$ cat src/rtl/kernel_rd_addr_seq_pkg.sv
// Shared types and constants for the kernel read-address sequencer.
// Pure declarations: no latency, no flow control.
package kernel_seq_pkg;
   localparam int ADDR_W_DEF  = 12;
   localparam int DIM_W_DEF   = 7;
   localparam int DEPTH_W_DEF = 6;
   localparam int SPACE_W_DEF = 7;

   localparam logic MODE_1X1 = 1'b0;
   localparam logic MODE_3X3 = 1'b1;

   typedef enum logic [2:0] {
      ST_IDLE,
      ST_CONFIG,
      ST_PRESENT,
      ST_RUN,
      ST_DONE
   } seq_state_t;
endpackage

$ cat src/rtl/kernel_rd_addr_seq_if.sv
// Control, window handshake and status bundle between a layer controller and the sequencer.
// slave = sequencer side, master = controller/consumer side; window held until win_ready_i.
interface kernel_rd_addr_seq_if
   import kernel_seq_pkg::*;
#(
   parameter int ADDR_W  = ADDR_W_DEF,
   parameter int DIM_W   = DIM_W_DEF,
   parameter int DEPTH_W = DEPTH_W_DEF,
   parameter int SPACE_W = SPACE_W_DEF
) ();
   logic               start_i;
   logic               en_i;
   logic               ker_mode_i;
   logic [SPACE_W-1:0] addr_space_i;
   logic [DEPTH_W-1:0] ker_depth_i;
   logic [DIM_W-1:0]   layer_dim_i;
   logic               col_adv_i;
   logic               win_ready_i;
   logic               win_valid_o;
   logic [ADDR_W-1:0]  win_start_o;
   logic [ADDR_W-1:0]  win_end_o;
   logic               busy_o;
   logic               row_done_o;
   logic               layer_done_o;

   modport slave (
      input  start_i, en_i, ker_mode_i, addr_space_i, ker_depth_i, layer_dim_i,
      input  col_adv_i, win_ready_i,
      output win_valid_o, win_start_o, win_end_o, busy_o, row_done_o, layer_done_o
   );

   modport master (
      output start_i, en_i, ker_mode_i, addr_space_i, ker_depth_i, layer_dim_i,
      output col_adv_i, win_ready_i,
      input  win_valid_o, win_start_o, win_end_o, busy_o, row_done_o, layer_done_o
   );
endinterface

$ cat src/rtl/kernel_rd_addr_seq_wrap_counter.sv
// Up-counter that returns to zero after reaching limit_i; wrap_o flags the wrapping increment.
// Count updates one cycle after inc_i; wrap_o is combinational; no flow control.
module wrap_counter #(
   parameter int W = 4
) (
   input  logic         clk_i,
   input  logic         rst_i,
   input  logic         clr_i,
   input  logic         inc_i,
   input  logic [W-1:0] limit_i,
   output logic         wrap_o
);
   logic [W-1:0] r_count;

   assign wrap_o = inc_i && (r_count == limit_i);

   always_ff @(posedge clk_i) begin
      if (rst_i || clr_i) begin
         r_count <= '0;
      end else if (inc_i) begin
         r_count <= (r_count == limit_i) ? '0 : r_count + 1'b1;
      end
   end
endmodule

$ cat src/rtl/kernel_rd_addr_seq.sv
// Walks kernel read windows column by column, kernel by kernel, row by row for one layer.
// First window 2 cycles after start_i; each window held until win_ready_i, col_adv_i counted only in RUN.
module kernel_rd_addr_seq
   import kernel_seq_pkg::*;
#(
   parameter int ADDR_W  = ADDR_W_DEF,
   parameter int DIM_W   = DIM_W_DEF,
   parameter int DEPTH_W = DEPTH_W_DEF,
   parameter int SPACE_W = SPACE_W_DEF
) (
   input  logic                 clk_i,
   input  logic                 rst_i,
   kernel_rd_addr_seq_if.slave  bus
);
   seq_state_t         r_state;
   seq_state_t         w_next;
   logic               r_mode;
   logic [SPACE_W-1:0] r_space;
   logic [DEPTH_W-1:0] r_depth;
   logic [DIM_W-1:0]   r_dim;
   logic [ADDR_W-1:0]  r_f;
   logic [ADDR_W-1:0]  r_s;
   logic [ADDR_W-1:0]  w_space_ext;
   logic [ADDR_W-1:0]  w_f_calc;
   logic               w_col_inc;
   logic               w_col_wrap;
   logic               w_ker_wrap;
   logic               w_row_wrap;

   // A 3x3 kernel occupies nine 1x1 footprints: 8*space + space.
   assign w_space_ext = ADDR_W'(r_space);
   assign w_f_calc    = (r_mode == MODE_3X3) ? (w_space_ext << 3) + w_space_ext : w_space_ext;

   assign w_col_inc = (r_state == ST_RUN) && bus.col_adv_i && !bus.start_i;

   wrap_counter #(.W(DIM_W)) u_col_cnt (
      .clk_i(clk_i), .rst_i(rst_i), .clr_i(bus.start_i),
      .inc_i(w_col_inc), .limit_i(r_dim), .wrap_o(w_col_wrap)
   );

   wrap_counter #(.W(DEPTH_W)) u_ker_cnt (
      .clk_i(clk_i), .rst_i(rst_i), .clr_i(bus.start_i),
      .inc_i(w_col_wrap), .limit_i(r_depth), .wrap_o(w_ker_wrap)
   );

   wrap_counter #(.W(DIM_W)) u_row_cnt (
      .clk_i(clk_i), .rst_i(rst_i), .clr_i(bus.start_i),
      .inc_i(w_ker_wrap), .limit_i(r_dim), .wrap_o(w_row_wrap)
   );

   always_ff @(posedge clk_i) begin
      if (rst_i) begin
         r_state <= ST_IDLE;
         r_mode  <= 1'b0;
         r_space <= '0;
         r_depth <= '0;
         r_dim   <= '0;
         r_f     <= '0;
         r_s     <= '0;
      end else begin
         r_state <= w_next;
         if (bus.start_i) begin
            r_mode  <= bus.ker_mode_i;
            r_space <= bus.addr_space_i;
            r_depth <= bus.ker_depth_i;
            r_dim   <= bus.layer_dim_i;
            r_s     <= '0;
         end else begin
            if (r_state == ST_CONFIG) begin
               r_f <= w_f_calc;
            end
            // Next kernel window follows directly; a new row restarts at address 0.
            if (w_col_wrap) begin
               r_s <= w_ker_wrap ? '0 : r_s + r_f;
            end
         end
      end
   end

   always_comb begin
      w_next           = r_state;
      bus.win_valid_o  = 1'b0;
      bus.win_start_o  = '0;
      bus.win_end_o    = '0;
      bus.busy_o       = (r_state != ST_IDLE);
      bus.row_done_o   = w_ker_wrap && !rst_i;
      bus.layer_done_o = (r_state == ST_DONE);

      if (bus.start_i) begin
         w_next = bus.en_i ? ST_CONFIG : ST_IDLE;
      end else begin
         case (r_state)
            ST_IDLE:    w_next = ST_IDLE;
            ST_CONFIG:  w_next = ST_PRESENT;
            ST_PRESENT: if (bus.win_ready_i) w_next = ST_RUN;
            ST_RUN: begin
               if (w_row_wrap)      w_next = ST_DONE;
               else if (w_col_wrap) w_next = ST_PRESENT;
            end
            ST_DONE:    w_next = ST_IDLE;
            default:    w_next = ST_IDLE;
         endcase
      end

      if (r_state == ST_PRESENT) begin
         bus.win_valid_o = 1'b1;
         bus.win_start_o = r_s;
         bus.win_end_o   = r_s + r_f - 1'b1;
      end
   end
endmodule

$ cat src/flat_wrapper.sv
// flat-port wrapper written by rule: the top's interface ports become plain ports
module kernel_rd_addr_seq_flat import kernel_seq_pkg::*;
#(
   parameter int ADDR_W  = ADDR_W_DEF,
   parameter int DIM_W   = DIM_W_DEF,
   parameter int DEPTH_W = DEPTH_W_DEF,
   parameter int SPACE_W = SPACE_W_DEF
)
  (clk_i, rst_i, bus_start_i, bus_en_i, bus_ker_mode_i, bus_addr_space_i, bus_ker_depth_i, bus_layer_dim_i, bus_col_adv_i, bus_win_ready_i, bus_win_valid_o, bus_win_start_o, bus_win_end_o, bus_busy_o, bus_row_done_o, bus_layer_done_o);
  kernel_rd_addr_seq_if #(.ADDR_W(ADDR_W), .DIM_W(DIM_W), .DEPTH_W(DEPTH_W), .SPACE_W(SPACE_W)) bus_i ();
  input  logic clk_i;
  input  logic rst_i;
  input wire logic [$bits(bus_i.start_i)-1:0] bus_start_i;
  input wire logic [$bits(bus_i.en_i)-1:0] bus_en_i;
  input wire logic [$bits(bus_i.ker_mode_i)-1:0] bus_ker_mode_i;
  input wire logic [$bits(bus_i.addr_space_i)-1:0] bus_addr_space_i;
  input wire logic [$bits(bus_i.ker_depth_i)-1:0] bus_ker_depth_i;
  input wire logic [$bits(bus_i.layer_dim_i)-1:0] bus_layer_dim_i;
  input wire logic [$bits(bus_i.col_adv_i)-1:0] bus_col_adv_i;
  input wire logic [$bits(bus_i.win_ready_i)-1:0] bus_win_ready_i;
  output wire logic [$bits(bus_i.win_valid_o)-1:0] bus_win_valid_o;
  output wire logic [$bits(bus_i.win_start_o)-1:0] bus_win_start_o;
  output wire logic [$bits(bus_i.win_end_o)-1:0] bus_win_end_o;
  output wire logic [$bits(bus_i.busy_o)-1:0] bus_busy_o;
  output wire logic [$bits(bus_i.row_done_o)-1:0] bus_row_done_o;
  output wire logic [$bits(bus_i.layer_done_o)-1:0] bus_layer_done_o;
  assign bus_i.start_i = bus_start_i;
  assign bus_i.en_i = bus_en_i;
  assign bus_i.ker_mode_i = bus_ker_mode_i;
  assign bus_i.addr_space_i = bus_addr_space_i;
  assign bus_i.ker_depth_i = bus_ker_depth_i;
  assign bus_i.layer_dim_i = bus_layer_dim_i;
  assign bus_i.col_adv_i = bus_col_adv_i;
  assign bus_i.win_ready_i = bus_win_ready_i;
  assign bus_win_valid_o = bus_i.win_valid_o;
  assign bus_win_start_o = bus_i.win_start_o;
  assign bus_win_end_o = bus_i.win_end_o;
  assign bus_busy_o = bus_i.busy_o;
  assign bus_row_done_o = bus_i.row_done_o;
  assign bus_layer_done_o = bus_i.layer_done_o;
  kernel_rd_addr_seq #(.ADDR_W(ADDR_W), .DIM_W(DIM_W), .DEPTH_W(DEPTH_W), .SPACE_W(SPACE_W)) u_core (.clk_i(clk_i), .rst_i(rst_i), .bus(bus_i));
endmodule
$ cat config.mk
export PLATFORM = sky130hd
export DESIGN_NAME = kernel_rd_addr_seq_flat
export DESIGN_NICKNAME = d
export VERILOG_FILES = /design/src/rtl/kernel_rd_addr_seq_pkg.sv /design/src/rtl/kernel_rd_addr_seq_if.sv /design/src/rtl/kernel_rd_addr_seq_wrap_counter.sv /design/src/rtl/kernel_rd_addr_seq.sv /design/src/flat_wrapper.sv
export SDC_FILE = /design/constraint.sdc
export NUM_CORES = 1
export LEC_CHECK = 0
export ABC_AREA = 1
export BUFFER_PORTS_ARGS = -buffer_cell sky130_fd_sc_hd__buf_4
export CORE_MARGIN = 5
export CORE_UTILIZATION = 30
export CTS_BUF_LIST = sky130_fd_sc_hd__clkbuf_4 sky130_fd_sc_hd__clkbuf_8
export DETAILED_ROUTE_END_ITERATION = 10
export PLACE_DENSITY = 0.48
export SLEW_MARGIN = 10
export SYNTH_ARGS = -nofsm -noshare
export SYNTH_HDL_FRONTEND = slang
export SYNTH_SLANG_ARGS = --single-unit
export TNS_END_PERCENT = 10
$ cat constraint.sdc
create_clock -name clk_i -period 2.2 [get_ports clk_i]
set_clock_uncertainty 0.1 [all_clocks]
set_input_delay 0 -clock clk_i [delete_from_list [all_inputs] [get_ports clk_i]]
set_output_delay 0 -clock clk_i [all_outputs]
set_load 0.01 [all_outputs]
Word level (Yosys, flattened, before mapping)

Cells that the tools add are included.

$add $sub $neg: 6
Eq/ne operators: 9
Muxes and demuxes: 14
Bitwise operators: 1
Reductions and logical operators: 13

Operator list:

| kind                                                 | number |
|---|---|
| 2-to-1 mux 12 bit                                    | 4 |
| adder 7 x 1 -> 7 bit (second input constant)         | 2 |
| equality test 7 bit                                  | 2 |
| 2-to-1 mux 7 bit                                     | 2 |
| adder 12 bit                                         | 1 |
| 2-to-1 mux 3 bit                                     | 4 |
| subtractor 12 x 1 -> 12 bit (second input constant)  | 1 |
| adder 10 x 7 -> 11 bit                               | 1 |
| case mux 3 bit (3 select lines)                      | 1 |
| adder 6 x 1 -> 6 bit (second input constant)         | 1 |
| equality test 3 x 2 -> 1 bit (second input constant) | 2 |
| equality test 6 bit                                  | 1 |
| logical AND 1 bit                                    | 6 |
| 2-to-1 mux 6 bit                                     | 1 |
| inequality test 4 bit (second input constant)        | 1 |
| AND reduction 2 bit                                  | 2 |
| equality test 3 x 1 -> 1 bit (second input constant) | 1 |
| equality test 3 bit (second input constant)          | 1 |
| inequality test 3 bit (second input constant)        | 1 |
| nonzero test 3 bit                                   | 1 |
| zero test 1 bit                                      | 2 |
| 2-to-1 mux 1 bit                                     | 2 |
| OR reduction 2 bit                                   | 1 |
| logical OR 1 bit                                     | 1 |
| inverter 1 bit                                       | 1 |

Register bits after elaboration: 68
Output and inout port bits: 28
Word-level logic and storage cells: 53

Depth between registers and ports, before layout

Gate-level depths: netlist (run 1).

Depth after elaboration: 9
Depth in mapped cells: 14

Cells and area by module

From an unflattened synthesis (run 1), not the netlist that was laid out.

Cells, all modules: 687
Area total of the unflattened synthesis: 4362.9 um2

By module, submodules not included:

| module                              | instances | cells an instance | area an instance (um2) | sequential area each (um2) |
|---|---|---|---|---|
| kernel_rd_addr_seq                  | 1         | 459               | 2966.6                 | 940.9 |
| wrap_counter (u_core.u_col_cnt ...) | 2         | 84                | 501.7                  | 140.1 |
| wrap_counter (u_core.u_ker_cnt)     | 1         | 60                | 392.9                  | 120.1 |

Least setup slack after synthesis (run 1)

No wires, ideal clock.

Path kind: register -> output
From: reg u_core.r_s[0]
To: out bus_win_end_o[10]
Arrival time: 1.994 ns
Required time: 2.100 ns
Slack: 0.106 ns
Cell stages (with the launch flop): 13
Path buffers: 0
Cell sequence: dfxtp_1 ha_1 fa_1 inv_1 ha_1 inv_1 nor2_1 nand2_1 nor2_1 nand2_1 nor2_4 a21oi_1 nor2_1

Cells in the longest elaborated chain, start to end: 3

Ends and longest elaborated chain:

| item                        | line                      | RTL |
|---|---|---|
| start: declaration          | kernel_rd_addr_seq.sv:22  | `logic [ADDR_W-1:0] r_s;` |
| start signal: assignment    | kernel_rd_addr_seq.sv:74  | `r_s <= w_ker_wrap ? '0 : r_s + r_f;` |
| adder 12 bit                | kernel_rd_addr_seq.sv:108 | `bus.win_end_o = r_s + r_f - 1'b1;` |
| subtractor 12 x 1 -> 12 bit | kernel_rd_addr_seq.sv:108 |  |
| 2-to-1 mux 12 bit           | kernel_rd_addr_seq.sv:105 | `if (r_state == ST_PRESENT) begin` |
| end: declaration            | flat_wrapper.sv:23        | `output wire logic [$bits(bus_i.win_end_o)-1:0] bus_win_end_o;` |

No other way between the ends.

Worst setup path after layout (run 1)

From: reg u_core.r_s[0]
To: out bus_win_end_o[11]

Same word-level chain as after synthesis.

==> results.md, run 1 <==
* Logic gate share of total power at 14.9%
* Layout overhead on the synthesized area at 32.5%
* Clock period minus worst slack at 2.50 ns
* Seq pwr share at 45.7%
* CTS clk-pin slew, worst paths at 0.07 ns
* Seq cells post-synth at 67
* Max cap viols at 0
* Clock buffer depth at 2
* CP required at 2.10 ns
* Final period utilization at 114%
* Antenna violations before repair at 0
* Vias at 4198
* Buffers & Inverters on Critical Path at 2
* Worst skew pair latency at 0.37 ns
* Initial Util at 30.6%
* Yosys Warn Count at 0
* Largest delay share family, worst path: simple AND/OR/NAND/NOR gates
* DRC viols at 0
* Setup WS post-layout at -0.305 ns
* Sw Share at 26.8%
* RSZ-0062 raised after global routing: true
* Failing checks: hold timing, setup timing
* Core Rows at 43
* CTS H-Tree Depth at 3
* Vias in the first global route at 4002
* Syn Area/Cell at 6.84 um2
* Layout cells sized above 1 at 21.7%
* Reg2reg setup slack at 0.19 ns
* Starting DRT DRC Count at 146
* Max IR drop VDD at 0.329 mV
* N_diodes at 0
* Slowest cell on the critical path: fa_2
* First-pass GRT wire length at 19000 um
* Final Hold Viols at 1
* Root buf cell: clkbuf_8
* CP peak stage delay at 0.43 ns
* CTS Buf Count at 9
* Internal at 0.00204 W
* Number of synthesized flops with an enable pin at 0
* Die Ht at 129 um
* Yosys cell types at 40
* Clock sinks at 67
* Primary FF master, synth: dfxtp_1
* Post-Syn Nets at 671
* Dpl hpwl at 8560 um
* Power Density at 494 nW/um2
* WL per Instance at 12.4 um
* Total track usage at 14.3%
* Commonest non-fill, non-tap cell in the layout: nand2_1
* Core Region at 13900 um2
* Crit path cell chain: ha_4 -> fa_2 -> inv_2 -> nand2_2 -> nor2_4 -> nand3_2 -> nor2_4 -> nand3_4 -> nor2_4 -> nand3_2 -> nand2_1 -> nor2_1 -> buf_4
* # setup viols final at 10
* Finished Cell Area at 5650 um2
* GPL Wtd Cong at 0.847
* IO Count at 55
* Count of pins over their slew limit at 0
* Largest net degree at the start of global routing at 32
* Cells after Synth at 623
* Fraction of registers with async set or reset after synthesis at 0%
* Die area at 16700 um2
* Actual slew at the worst max-slew pin at 0.689 ns
* Hold_ws at -0.00119 ns
* Worst setup SP type: register
* CP Max Fanout at 3
* Final ANT Viol Nets at 0
* Routed vias/inst at 4.59
* DRT Wirelength at 11400 um
* Most Frequent Cell on Critical Path: nor2_4
* Crit path DAT at 2.40 ns
* Die width at 129 um
* Max Freq at 0.399 GHz
* TritonRoute pass-1 iters at 4
* Clock group share of total power at 39.4%
* Port Buffers at 54
* Status: complete, but fails checks
* DP Area at 4930 um2
* Layout Nets at 777
* Sequential share of the synthesized area at 31.5%
* Slew HR at 54.0%
* Crit end category: output port
* CTS tree: yes
* Synth Cell Area at 4260 um2
* Leak at 2.52 nW
* Most frequent cells in the layout: 139 x nand2_1, 85 x nor2_1, 72 x inv_1
* Total congestion overflow at 0
* Worst min path class: input port to register
* CP Class: register to output port
* Psw at 0.000749 W
## through the flow
step	setup WS (ns)	total power [W]	std cells	util [%]	TNS [ns]
floorplan	0.106	0.00152	623	-	0
CTS	-0.320	0.00281	911	40.0	-1.94
global route	-0.452	0.00293	914	40.5	-3.28
finish	-0.305	0.00279	914	40.5	-1.95
global placement	-0.0450	0.00164	856	35.4	-0.0526
detailed placement	-0.0625	0.00164	856	35.4	-0.0895
## what timing repair did
action                                  in CTS  in global routing
cloned                                       0                  0
resized for setup                           17                 12
pin swaps                                   13                  9
endpoints found under the setup margin      10                 10
hold endpoints to repair                    33                  0
buffers inserted                             3                  3
hold buffers                                36                  0
## worst register-to-register path: cells and delay by family, from the launching register on
kind	cells	cell delay [ns]
adders and majority gates	2	0.59
and+or+nand+nor	4	0.47
DFF	1	0.40
AOI/OAI and AO/OA	3	0.29
buffers and inverters	1	0.05
## path summary, 6_finish.rpt
| path | cells past startpoint | from | end |
|---|---|---|---|
| setup / recovery | 13 | u_core.r_s[0] | bus_win_end_o[11] |
| hold / removal | 3 | bus_start_i | u_core.r_space[3] |
| setup reg to reg | 10 | u_core.r_space[3] | u_core.r_f[9] |
| hold reg to reg | 2 | u_core.r_f[7] | u_core.r_f[7] |
## sequential cells by signal, summed over array words and instances, names as in the netlist
register / count
u_core.r_s: 12
u_core.r_f: 11
u_core.r_dim: 7
u_core.r_space: 7
u_core.u_col_cnt.r_count: 7
u_core.u_row_cnt.r_count: 7
u_core.r_depth: 6
u_core.u_ker_cnt.r_count: 6
u_core.r_state: 3
u_core.r_mode: 1
## cells by family (layout without fill, tap and decap cells)
kind of cell               Yosys count  after routing  share of synthesized area [%]
and+or+nand+nor                    316            316                           34.5
AOI/OAI and AO/OA                  100            100                           14.0
buffers and inverters               95            206                           8.57
DFF                                 67             67                           31.5
xor gates and xnor gates            24             24                           4.93
adders and majority gates           21             21                           6.52
## area by class of cell
type,instances,area [um2]
sequential,67,1340
tap,180,225
clock inverter,4,48.8
timing repair buffer,107,893
multi-input combinational,461,2660
clock buffer,12,159
inverter,83,315
fill,1468,8290
## power groups by stage
stage	Clock [W]	Sequential (W)	Combinational (W)
2_1_floorplan	0	0.00129	0.000226
3_3_place_gp	0	0.00130	0.000333
3_5_place_dp	0	0.00130	0.000335
4_1_cts	0.00113	0.00127	0.000402
5_1_grt	0.00118	0.00128	0.000465
6_report	0.00110	0.00127	0.000417
## Yosys cell counts, types with 4 or more instances
cell / count / area, um2
clkbuf_1: 10 / 37.5
a21oi_1: 40 / 200
xnor2_1: 13 / 114
o22ai_2: 9 / 113
nand3_1: 23 / 115
inv_2: 7 / 26.3
nor3_1: 10 / 50.1
o21ai_0: 35 / 175
a211oi_1: 4 / 30.0
dfxtp_1: 67 / 1340
ha_1: 19 / 238
nand3b_1: 5 / 37.5
nand2_4: 4 / 45.0
nand2_2: 8 / 50.1
nor2_1: 90 / 338
nand2_1: 143 / 537
xor2_1: 11 / 96.3
nor2_2: 8 / 50.1
inv_1: 74 / 278
nand4_1: 12 / 75.1
o21ai_1: 5 / 25.0
## layer usage
layer,vias up,part of all wire [%],global-route usage (%),wire length [um]
met3,10,4.3,3.50,488
met4,0,1.2,3.15,135
met2,60,47,24.2,5320
met1,1924,48,18.4,5420
li1,2204,-,-,-
met5,-,0,0,0
No activity file was read; power rests on OpenSTA's default activity.
==> run 2: changes to the inputs <==
Settings changed: SETUP_SLACK_MARGIN set to 0.1.
==> run 2 against run 1 <==
Sequential share of layout area barely moved. First-iteration DRC count fell by 6.8%. Worst setup slack got worse by 0.0020 ns. Total power barely moved. Die area did not move. The flow finishes with violations (setup timing). Non-clock buffer count did not move. Flip-flop and latch count did not move. Wire length rose by 0.24%. Fmax barely moved. Final cell count did not move.
==> results.md, run 2 (same netlist as run 1, synthesis figures left out) <==
* Status: complete, but fails checks
* Failing checks: setup timing
* Layout cells sized above 1 at 22.5% (+0.82 points)
* Clock buffer depth at 2 (unchanged)
* CTS Buf Count at 9 (unchanged)
* FF-to-FF Start: u_core.r_space[3]
* Initial Util at 30.6% (unchanged)
* Dpl hpwl at 8560 um (unchanged)
* Clock period minus worst slack at 2.51 ns (+0.00202 ns)
* RSZ-0062 raised after global routing: true
* Die width at 129 um (unchanged)
* First-pass GRT wire length at 19000 um (unchanged)
* Most frequent cells in the layout: 139 x nand2_1, 84 x nor2_1, 71 x buf_4
* Layout overhead on the synthesized area at 32.8%
* # setup viols final at 10 (unchanged)
* CTS H-Tree Depth at 3 (unchanged)
* Slowest cell on the critical path: fa_2
* CP Class: register to output port
* CP Max Fanout at 3 (unchanged)
* Die Ht at 129 um (unchanged)
* Max cap viols at 0 (unchanged)
* Routed vias/inst at 4.57 (-0.45%)
* Leak at 2.52 nW (-0.20%)
* Total track usage at 14.3% (unchanged)
* Actual slew at the worst max-slew pin at 0.393 ns (-0.296 ns)
* DP Area at 4930 um2 (unchanged)
* Total congestion overflow at 0 (unchanged)
* GPL Wtd Cong at 0.847 (unchanged)
* Power Density at 493 nW/um2 (-0.30%)
* Worst min path class: input port to register
* Antenna violations before repair at 0 (unchanged)
* Crit path DAT at 2.41 ns (about the same)
* Clock sinks at 67 (unchanged)
* Worst skew pair latency at 0.37 ns (about the same)
* Finished Layout Cells at 914 (unchanged)
* CTS clk-pin slew, worst paths at 0.07 ns (about the same)
* Register with the highest flop count: u_core.r_s
* Root buf cell: clkbuf_8
* Commonest non-fill, non-tap cell in the layout: nand2_1
* Max Freq at 0.399 GHz (about the same)
* Overall power at 0.00279 W (about the same)
* Max IR drop VDD at 0.329 mV (about the same)
* Final period utilization at 114% (about the same)
* Largest net degree at the start of global routing at 32 (unchanged)
* Most Frequent Cell on Critical Path: nor2_4
* Slew HR at 73.8% (+20 points)
* Core Rows at 43 (unchanged)
* Vias in the first global route at 4002 (unchanged)
* DRT Wirelength at 11400 um (+0.24%)
* Die area at 16700 um2 (unchanged)
* Worst slack, placed at -0.0625 ns (unchanged)
* HP Start: bus_start_i
* Vias at 4179 (-0.45%)
* Count of pins over their slew limit at 0 (unchanged)
* Critical Path Start: u_core.r_s[0]
* Hold_ws at 0.00407 ns (+0.00526 ns)
* Finished Cell Area at 5660 um2 (+0.27%)
* WL per Instance at 12.5 um (+0.24%)
* Final Hold Viols at 0 (-1)
* Largest registers: u_core.r_s: 12 flops, u_core.r_f: 11 flops
* Largest delay share family, worst path: simple AND/OR/NAND/NOR gates
* Placed Cells at 856 (unchanged)
* Buffers & Inverters on Critical Path at 2 (unchanged)
* TritonRoute pass-1 iters at 6 (+2)
* N_diodes at 0 (unchanged)
* Core Region at 13900 um2 (unchanged)
* Crit end category: output port
* CP peak stage delay at 0.43 ns (about the same)
* IO Count at 55 (unchanged)
* Setup WS post-layout at -0.307 ns (-0.00202 ns)
* Final ANT Viol Nets at 0 (unchanged)
* Worst setup SP type: register
* Layout Nets at 777 (unchanged)
* CP required at 2.10 ns (about the same)
* Starting DRT DRC Count at 136 (-6.8%)
* CTS tree: yes
* Max FFs per register at 12 (unchanged)
* Port Buffers at 54 (unchanged)
* DRC viols at 0 (unchanged)
* Crit path cell chain: ha_4 -> fa_2 -> inv_2 -> nand2_2 -> nor2_4 -> nand3_2 -> nor2_4 -> nand3_4 -> nor2_4 -> nand3_2 -> nand2_1 -> nor2_1 -> buf_4
## run 2: where the power goes
part | internal, W | total, W | leakage, nW | switching [W]
Combinational | 0.000201 | 0.000418 | 1.86 | 0.000217
Clock | 0.000596 | 0.00110 | 0.110 | 0.000501
Sequential | 0.00124 | 0.00127 | 0.547 | 0.0000303
## run 2: worst paths after layout
kind | end | cells past startpoint | slack (ns)
worst max-delay path | bus_win_end_o[11] | 13 | -0.31
worst min-delay path | u_core.r_space[3] | 3 | 0.004
worst max register to register | u_core.r_f[9] | 10 | 0.29
worst min register to register | u_core.r_f[7] | 2 | 0.37
## run 2: area by class of cell
type                            count  area, um2
Multi-Input combinational cell    461       2670
Fill cell                        1465       8270
Clock inverter                      4       48.8
Inverter                           83        319
Clock buffer                       12        159
Sequential cell                    67       1350
Timing Repair Buffer              107        893
Tap cell                          180        225
## run 2: worst register-to-register path, delay by kind of cell, from the launching register on
kind,cells,cell delay (ns)
AO/OA/AOI/OAI,3,0.27
adder cells (fa/ha/maj),2,0.55
buffers and inverters,1,0.05
AND/OR/NAND/NOR,4,0.46
flip-flops,1,0.37
## run 2: what timing repair did
action / in CTS / in global routing
hold buffers: 36 / 0
setup endpoints to repair: 10 / 13
resized for setup: 17 / 20
setup buffers: 3 / 3
hold endpoints to repair: 33 / 0
pin swaps: 13 / 10
## run 2: layer usage
metal  GRT usage [%]  share of wire [%]  vias up
met3            3.50                4.4       12
met5               0                  0        -
met4            3.15                1.2        0
met2            24.2                 46       56
met1            18.4                 48     1904
li1                -                  -     2207
## run 2: per-stage QoR
stage	TNS, ns	utilization, %
2_1_floorplan	0	-
3_3_place_gp	-0.0526	35.4
3_5_place_dp	-0.0895	35.4
4_1_cts	-1.94	40.0
5_1_grt	-3.28	40.6
6_report	-1.97	40.6
